File: src/rtl/adam_aes_key_expander_if.sv
// Key-expander request/response bundle: key request handshake in, round-key schedule out.
// The master drives the request side; the slave (the expander) drives status and round keys.
interface adam_aes_key_expander_if;
    logic         start;
    logic         keylen;
    logic [127:0] key;
    logic         ready;
    logic         valid;
    logic         error;
    logic [127:0] round_keys [0:10];

    modport master (
        output start, keylen, key,
        input  ready, valid, error, round_keys
    );

    modport slave (
        input  start, keylen, key,
        output ready, valid, error, round_keys
    );
endinterface

File: src/rtl/adam_aes_key_expander.sv
// Iterative AES-128 key schedule: one round key per cycle, 11 cycles from accepting start to valid.
// Start is taken only while ready; start during expansion is dropped, never queued.
module adam_aes_key_expander (
    input  logic                      clk,
    input  logic                      reset,
    adam_aes_key_expander_if.slave    bus
);

    typedef enum logic {
        IDLE,
        EXPAND
    } state_t;

    // FIPS-197 S-box, byte 0x00 in the most significant position.
    localparam logic [2047:0] SBOX = {
        128'h637c777bf26b6fc53001672bfed7ab76,
        128'hca82c97dfa5947f0add4a2af9ca472c0,
        128'hb7fd9326363ff7cc34a5e5f171d83115,
        128'h04c723c31896059a071280e2eb27b275,
        128'h09832c1a1b6e5aa0523bd6b329e32f84,
        128'h53d100ed20fcb15b6acbbe394a4c58cf,
        128'hd0efaafb434d338545f9027f503c9fa8,
        128'h51a3408f929d38f5bcb6da2110fff3d2,
        128'hcd0c13ec5f974417c4a77e3d645d1973,
        128'h60814fdc222a908846eeb814de5e0bdb,
        128'he0323a0a4906245cc2d3ac629195e479,
        128'he7c8376d8dd54ea96c56f4ea657aae08,
        128'hba78252e1ca6b4c6e8dd741f4bbd8b8a,
        128'h703eb5664803f60e613557b986c11d9e,
        128'he1f8981169d98e949b1e87e9ce5528df,
        128'h8ca1890dbfe6426841992d0fb054bb16
    };

    function automatic logic [7:0] sbox_lookup(input logic [7:0] a);
        logic [10:0] idx;
        idx = {~a, 3'b000};
        return SBOX[idx +: 8];
    endfunction

    function automatic logic [7:0] xtime(input logic [7:0] b);
        return {b[6:0], 1'b0} ^ (b[7] ? 8'h1b : 8'h00);
    endfunction

    state_t       state;
    logic [3:0]   rnd;
    logic [7:0]   rcon;

    logic [3:0]   prev_idx;
    logic [127:0] prev_key;
    logic [31:0]  rot_word;
    logic [31:0]  sub_word;
    logic [31:0]  temp_word;
    logic [31:0]  n0, n1, n2, n3;
    logic [127:0] next_key;

    assign prev_idx = rnd - 4'd1;

    always_comb begin
        prev_key = '0;
        if (prev_idx <= 4'd10) begin
            prev_key = bus.round_keys[prev_idx];
        end
    end

    assign rot_word = {prev_key[23:0], prev_key[31:24]};

    // Four shared S-box lookups form SubWord.
    for (genvar g = 0; g < 4; g++) begin : g_subword
        assign sub_word[8*g +: 8] = sbox_lookup(rot_word[8*g +: 8]);
    end

    assign temp_word = sub_word ^ {rcon, 24'h000000};
    assign n0        = prev_key[127:96] ^ temp_word;
    assign n1        = prev_key[95:64]  ^ n0;
    assign n2        = prev_key[63:32]  ^ n1;
    assign n3        = prev_key[31:0]   ^ n2;
    assign next_key  = {n0, n1, n2, n3};

    always_ff @(posedge clk or posedge reset) begin
        if (reset) begin
            state     <= IDLE;
            rnd       <= 4'd0;
            rcon      <= 8'h01;
            bus.ready <= 1'b1;
            bus.valid <= 1'b0;
            bus.error <= 1'b0;
            for (int i = 0; i <= 10; i++) begin
                bus.round_keys[i] <= '0;
            end
        end else begin
            bus.error <= 1'b0;
            case (state)
                IDLE: begin
                    if (bus.start) begin
                        if (bus.keylen) begin
                            bus.error <= 1'b1;
                        end else begin
                            bus.round_keys[0] <= bus.key;
                            rnd               <= 4'd1;
                            rcon              <= 8'h01;
                            bus.valid         <= 1'b0;
                            bus.ready         <= 1'b0;
                            state             <= EXPAND;
                        end
                    end
                end
                EXPAND: begin
                    bus.round_keys[rnd] <= next_key;
                    rcon                <= xtime(rcon);
                    if (rnd == 4'd10) begin
                        rnd       <= 4'd0;
                        bus.ready <= 1'b1;
                        bus.valid <= 1'b1;
                        state     <= IDLE;
                    end else begin
                        rnd <= rnd + 4'd1;
                    end
                end
                default: state <= IDLE;
            endcase
        end
    end

endmodule
File: src/flat_wrapper.sv
// flat-port wrapper written by rule: the top's interface ports become plain ports
module adam_aes_key_expander_flat 
  (clk, reset, bus_start, bus_keylen, bus_key, bus_ready, bus_valid, bus_error, bus_round_keys);
  adam_aes_key_expander_if bus_i ();
  input  logic clk;
  input  logic reset;
  input wire logic [$bits(bus_i.start)-1:0] bus_start;
  input wire logic [$bits(bus_i.keylen)-1:0] bus_keylen;
  input wire logic [$bits(bus_i.key)-1:0] bus_key;
  output wire logic [$bits(bus_i.ready)-1:0] bus_ready;
  output wire logic [$bits(bus_i.valid)-1:0] bus_valid;
  output wire logic [$bits(bus_i.error)-1:0] bus_error;
  output wire logic [$bits(bus_i.round_keys)-1:0] bus_round_keys;
  assign bus_i.start = bus_start;
  assign bus_i.keylen = bus_keylen;
  assign bus_i.key = bus_key;
  assign bus_ready = bus_i.ready;
  assign bus_valid = bus_i.valid;
  assign bus_error = bus_i.error;
  assign bus_round_keys = {>>{bus_i.round_keys}};
  adam_aes_key_expander u_core (.clk(clk), .reset(reset), .bus(bus_i));
endmodule
File: config.mk
export PLATFORM = sky130hd
export DESIGN_NAME = adam_aes_key_expander_flat
export DESIGN_NICKNAME = d
export VERILOG_FILES = /design/src/rtl/adam_aes_key_expander_if.sv /design/src/rtl/adam_aes_key_expander.sv /design/src/flat_wrapper.sv
export SDC_FILE = /design/constraint.sdc
export NUM_CORES = 2
export LEC_CHECK = 0
export CAP_MARGIN = 20
export CORE_AREA = 2 2 601 603
export CTS_CLUSTER_SIZE = 20
export DETAILED_ROUTE_END_ITERATION = 8
export DIE_AREA = 0 0 603 605
export REMOVE_ABC_BUFFERS = 1
export SKIP_LAST_GASP = 1
export SLEW_MARGIN = 20
export SYNTH_ARGS = -nofsm -noshare
export SYNTH_HDL_FRONTEND = slang
export SYNTH_SLANG_ARGS = --single-unit
File: constraint.sdc
create_clock -name clk -period 70.9 [get_ports clk]
set_input_delay 10.635 -clock clk [delete_from_list [all_inputs] [get_ports clk]]
set_output_delay 10.635 -clock clk [all_outputs]
set_load 0.01 [all_outputs]
* Word level (Yosys, flattened, before mapping)
Cells that the tools add are included.
Cells by class: reductions and logical operators 3, multiplexer cells 29, magnitude comparators 4, $add $sub $neg 2, equal/unequal tests 4, bitwise operators 13, shift-type cells 4
Operators by type and width (number):
- indexed part select 2048 x 12 -> 8 bit, first input constant | 4
- bitwise mux 1408 bit | 1
- 2-to-1 mux 128 bit | 6
- binary-select mux 128 bit (select 4 bit) | 1
- demux 128 bit (select 4 bit) | 1
- case mux 128 bit (2 select lines) | 1
- XOR 32 bit | 5
- inverter 8 bit | 4
- 2-to-1 mux 8 bit | 2
- case mux 8 bit (2 select lines) | 1
- 2-to-1 mux 4 bit | 3
- greater-or-equal comparator 5 bit, second input constant | 2
- inverter 4 -> 5 bit | 2
- 2-to-1 mux 1 bit | 9
- case mux 4 bit (2 select lines) | 1
- XOR 8 bit | 1
- != test 2 bit, second input constant | 3
- less-than comparator 5 x 1 -> 1 bit, second input constant | 1
- 2-to-1 mux 5 bit | 1
- adder 4 x 1 -> 4 bit, second input constant | 1
- equality test 4 bit, second input constant | 1
- <= comparator 4 bit, second input constant | 1
- case mux 1 bit (2 select lines) | 2
- subtractor 4 x 1 -> 4 bit, second input constant | 1
- other kinds (4) | 4
Word-level totals: input bits 132, flip-flop bits (word level) 1424, word-level logic and storage cells 76

* Depth between registers and ports, before layout
depth in word-level cells 15, gate-level depth with buffers 35, depth with buffers taken out 19

* Worst setup path after synthesis
No wires, ideal clock.
kind input to register, start point input port bus_keylen, end point register u_core.bus.round_keys[1315], arrival 12081 ps, setup time 78 ps, slack 58741 ps, stages 8, required time 70822 ps, buffers on the path 3, cells stage by stage nand2b_1 clkbuf_1 or2_2 nand2_1 clkbuf_1 clkbuf_1 o32ai_1 a21oi_1
Between the ends: cells in the longest elaborated chain, start to end 2
RTL lines:
- from (decl) | RTL line flat_wrapper.sv:8 | input wire logic [$bits(bus_i.keylen)-1:0] bus_keylen;
- != test 2 bit (no source line)
- AND reduction 2 bit (no source line)
- to (signal, indexed assignment) | RTL line adam_aes_key_expander.sv:108 | bus.round_keys[rnd] <= next_key;
- to (decl) | RTL line adam_aes_key_expander_if.sv:19 | output ready, valid, error, round_keys
No other way between the ends. A chain may end at the register's enable or synchronous reset.

* Worst setup path in the final report
start point input port bus_start, end point register u_core.bus.round_keys[1364]
Between the ends: cells in the longest elaborated chain, start to end 2
RTL lines:
- from (decl) | RTL line flat_wrapper.sv:7 | input wire logic [$bits(bus_i.start)-1:0] bus_start;
- != test 2 bit (no source line)
- AND reduction 2 bit (no source line)
No other way between the ends.

==> results.md <==
* Hold Crit Start: u_core.bus.valid$_DFFE_PP0P_
* Nets@finish at 9,925
* Mean Syn Cell Area at roughly 9.1 sq um
* GRT overflow at 0
* Register area share after synthesis at 0.451
* Max Cap Viol at 0
* Filler cell count at 37,549
* Initial antenna violation count at 31
* Hold_ws at 0.501 ns
* RSZ-0062 raised after global routing: no
* Root buf cell: clkbuf_16
* Post-CTS Setup Bufs at 0
* Post-synth EDFFs at 0
* Pre-antenna DRT Iters at 8
* Vias per Instance at 5.49
* # IOs at 1,543
* DR vias at 80,597
* Die area at approximately 360,000 sq um
* Largest area contributor in the netlist: dfrtp_1
* Relative slew slack at 0.0876
* Antenna viol nets, final at 0
* R2r startpoint: u_core.rnd[0]$_DFFE_PP0P_
* Yosys warns at 0
* Status: finished clean
* Layout cell share with drive strength beyond 1 at 0.105
* Yosys top cell area share at 0.450
* Worst R2R Path Depth at 20
* Drt wl/cell at 35.5 microns
* Count leader, synth: nand2_1
* CTS max path bufs at 4
* Largest net degree at the start of global routing at between 150 and 200
* Post-CTS Resized at 0
* Critical Path Sink Type: flip-flop
* Area delta synth->final at 33.4%
* Total CTS buffers at between 150 and 200
* Main synth FF type: dfrtp_1
* Die width at 603 microns
* Site row count at 220
* Fmax at 0.0717 GHz
* FFs w/ async S/R, synth at 1.00
* Max FO, Critical Path at 41
* Post-route DRC violation count at 0
* Slew Limit Fails at 0
* DP Cell Count at 14,342
* TritonCTS clock tree: done
* Tmin final at 13.95 ns
* IO buf count at 1,542
* Worst-skew pair later-pin latency at 0.89 ns
* Synthesized flop and latch total at 1,424
* Post-synth design cell area at roughly 79,000 sq um
* Synthesized instance count at 8,673
* Setup_tns at 0 ns
* WHS Path Cells at 2
* Worst setup path start: bus_start
* WP data required at 71.68 ns
* Slew @ Worst Pin at 1.33 ns
* Startpoint Class: input pin
* Final core occ at 0.294
* Starting Density at 0.221
* Core Box Area at 358,000 sq um
* CTS Sinks at 1,424
* Period utilization at 0.197
* Top cells by area, synth: dfrtp_1 (45%), o21ai_0 (9.0%), nand2_1 (8.1%)
* Commonest cells post-synth: nand2_1 (1,705), o21ai_0 (1,425), dfrtp_1 (1,422)
* Die Height at 605 microns
* Final std cells w/o fill at about 15,000
* GP Congestion at between 0.9 and 1
* Gr usage total at 0.274
* Max Clock Skew at 0.0485 ns
* Hold crit path type: reg -> reg
* H-tree depth at 4
* Crit path arrival time at about 15 ns
* Synth cell types at around 110
* CTS Hold Buffers Added at 0
* Crit Path Class: in -> reg
* First-pass GRT wire length at 695 mm
* Clock transition at path regs at 0.06 ns
* Final Hold Viols at 0
* Number of global-route vias before repair at between 70,000 and 80,000
* Initial DRC Count at 11,084
* Post-Route WL at approximately 520 mm
* Setup Viol. Count Final at 0
* Post-DP HPWL at 387 mm
==> registers in the layout, indices dropped and copies added (netlist names) <==
name / cells
u_core.bus.error: 1
u_core.bus.ready: 1
u_core.bus.round_keys: 1408
u_core.bus.valid: 1
u_core.rcon: 8
u_core.rnd: 4
u_core.state: 1
==> cells in the final DEF, fill, tap and decap left out, drive strengths merged, types with 41 or more instances in the layout <==
cell           instances
xnor2                137
clkdlybuf4s50       1542
a22oi                 41
o211ai                99
inv                   50
nor2                 311
a21oi                503
o311ai                62
mux4                 240
o32ai                104
a211oi                74
a311oi                64
o22ai                101
a31oi                111
nand3                166
mux2i                235
clkbuf               246
dfrtp               1422
o21ai               1542
xor2                  53
buf                  303
nor3                 135
ha                    47
nand2               1706
==> area by class of cell <==
class,instances,area [sq um],area share
clock buffer,246,5050,0.0479
clock inverter,60,813,0.00771
sequential,1424,35600,0.338
inverter,38,158,0.00150
antenna,20,50.0,0.000475
multi-input combinational,6264,39900,0.378
timing repair buffer,1845,17900,0.170
tap,4773,5970,0.0566
==> worst max-delay path, stage by stage <==
cell	delay, ns
clkdlybuf4s50_1	0.81
nand2b_4	0.53
or2_4	0.51
nand2_4	0.25
buf_4	0.66
buf_4	0.70
o32ai_1	0.20
a21oi_1	0.17
==> cell families (layout without fill, tap and decap cells) <==
group                      after synthesis  count (layout)  share of synthesized area
muxes                                  506             506                      0.103
adders and majority gates               47              47                    0.00744
other                                    0              20                          0
xor gates and xnor gates               190             190                     0.0226
AOI/OAI and AO/OA                     3042            3042                      0.233
DFF                                   1424            1424                      0.451
buffers and inverters                  985            2189                     0.0545
and+or+nand+nor                       2479            2479                      0.129
==> path summary, 6_finish.rpt <==
path,endpoint,slack [ns]
setup / recovery,u_core.bus.round_keys[1364]$_DFFE_PP0P_,56.95
hold / removal,u_core.bus.valid$_DFFE_PP0P_,0.50
setup reg to reg,u_core.bus.round_keys[659]$_DFFE_PP0P_,60.65
hold reg to reg,u_core.bus.valid$_DFFE_PP0P_,0.50
max in group asynchronous,u_core.bus.round_keys[1107]$_DFFE_PP0P_,57.28
min in group asynchronous,u_core.bus.round_keys[940]$_DFFE_PP0P_,10.27
==> routing by layer <==
| layer | track usage | routed length (microns) | up-vias |
|---|---|---|---|
| li1 | - | - | 33687 |
| met1 | 0.341 | 197000 | 40757 |
| met2 | 0.419 | 230000 | 5200 |
| met3 | 0.0947 | 61900 | 945 |
| met4 | 0.139 | 31000 | 8 |
| met5 | 0 | 53 | - |
==> stage by stage <==
stage          setup slack [ns]  cell area [sq um]
2_1_floorplan             20.11              74800
4_1_cts                   56.87             105000
3_3_place_gp              55.94              99400
6_report                  56.95             105000
5_1_grt                   56.81             105000
3_5_place_dp              55.92              99500
Power is not shown: default switching activity piles up to over one toggle a cycle in this logic, so the estimate is an artifact.
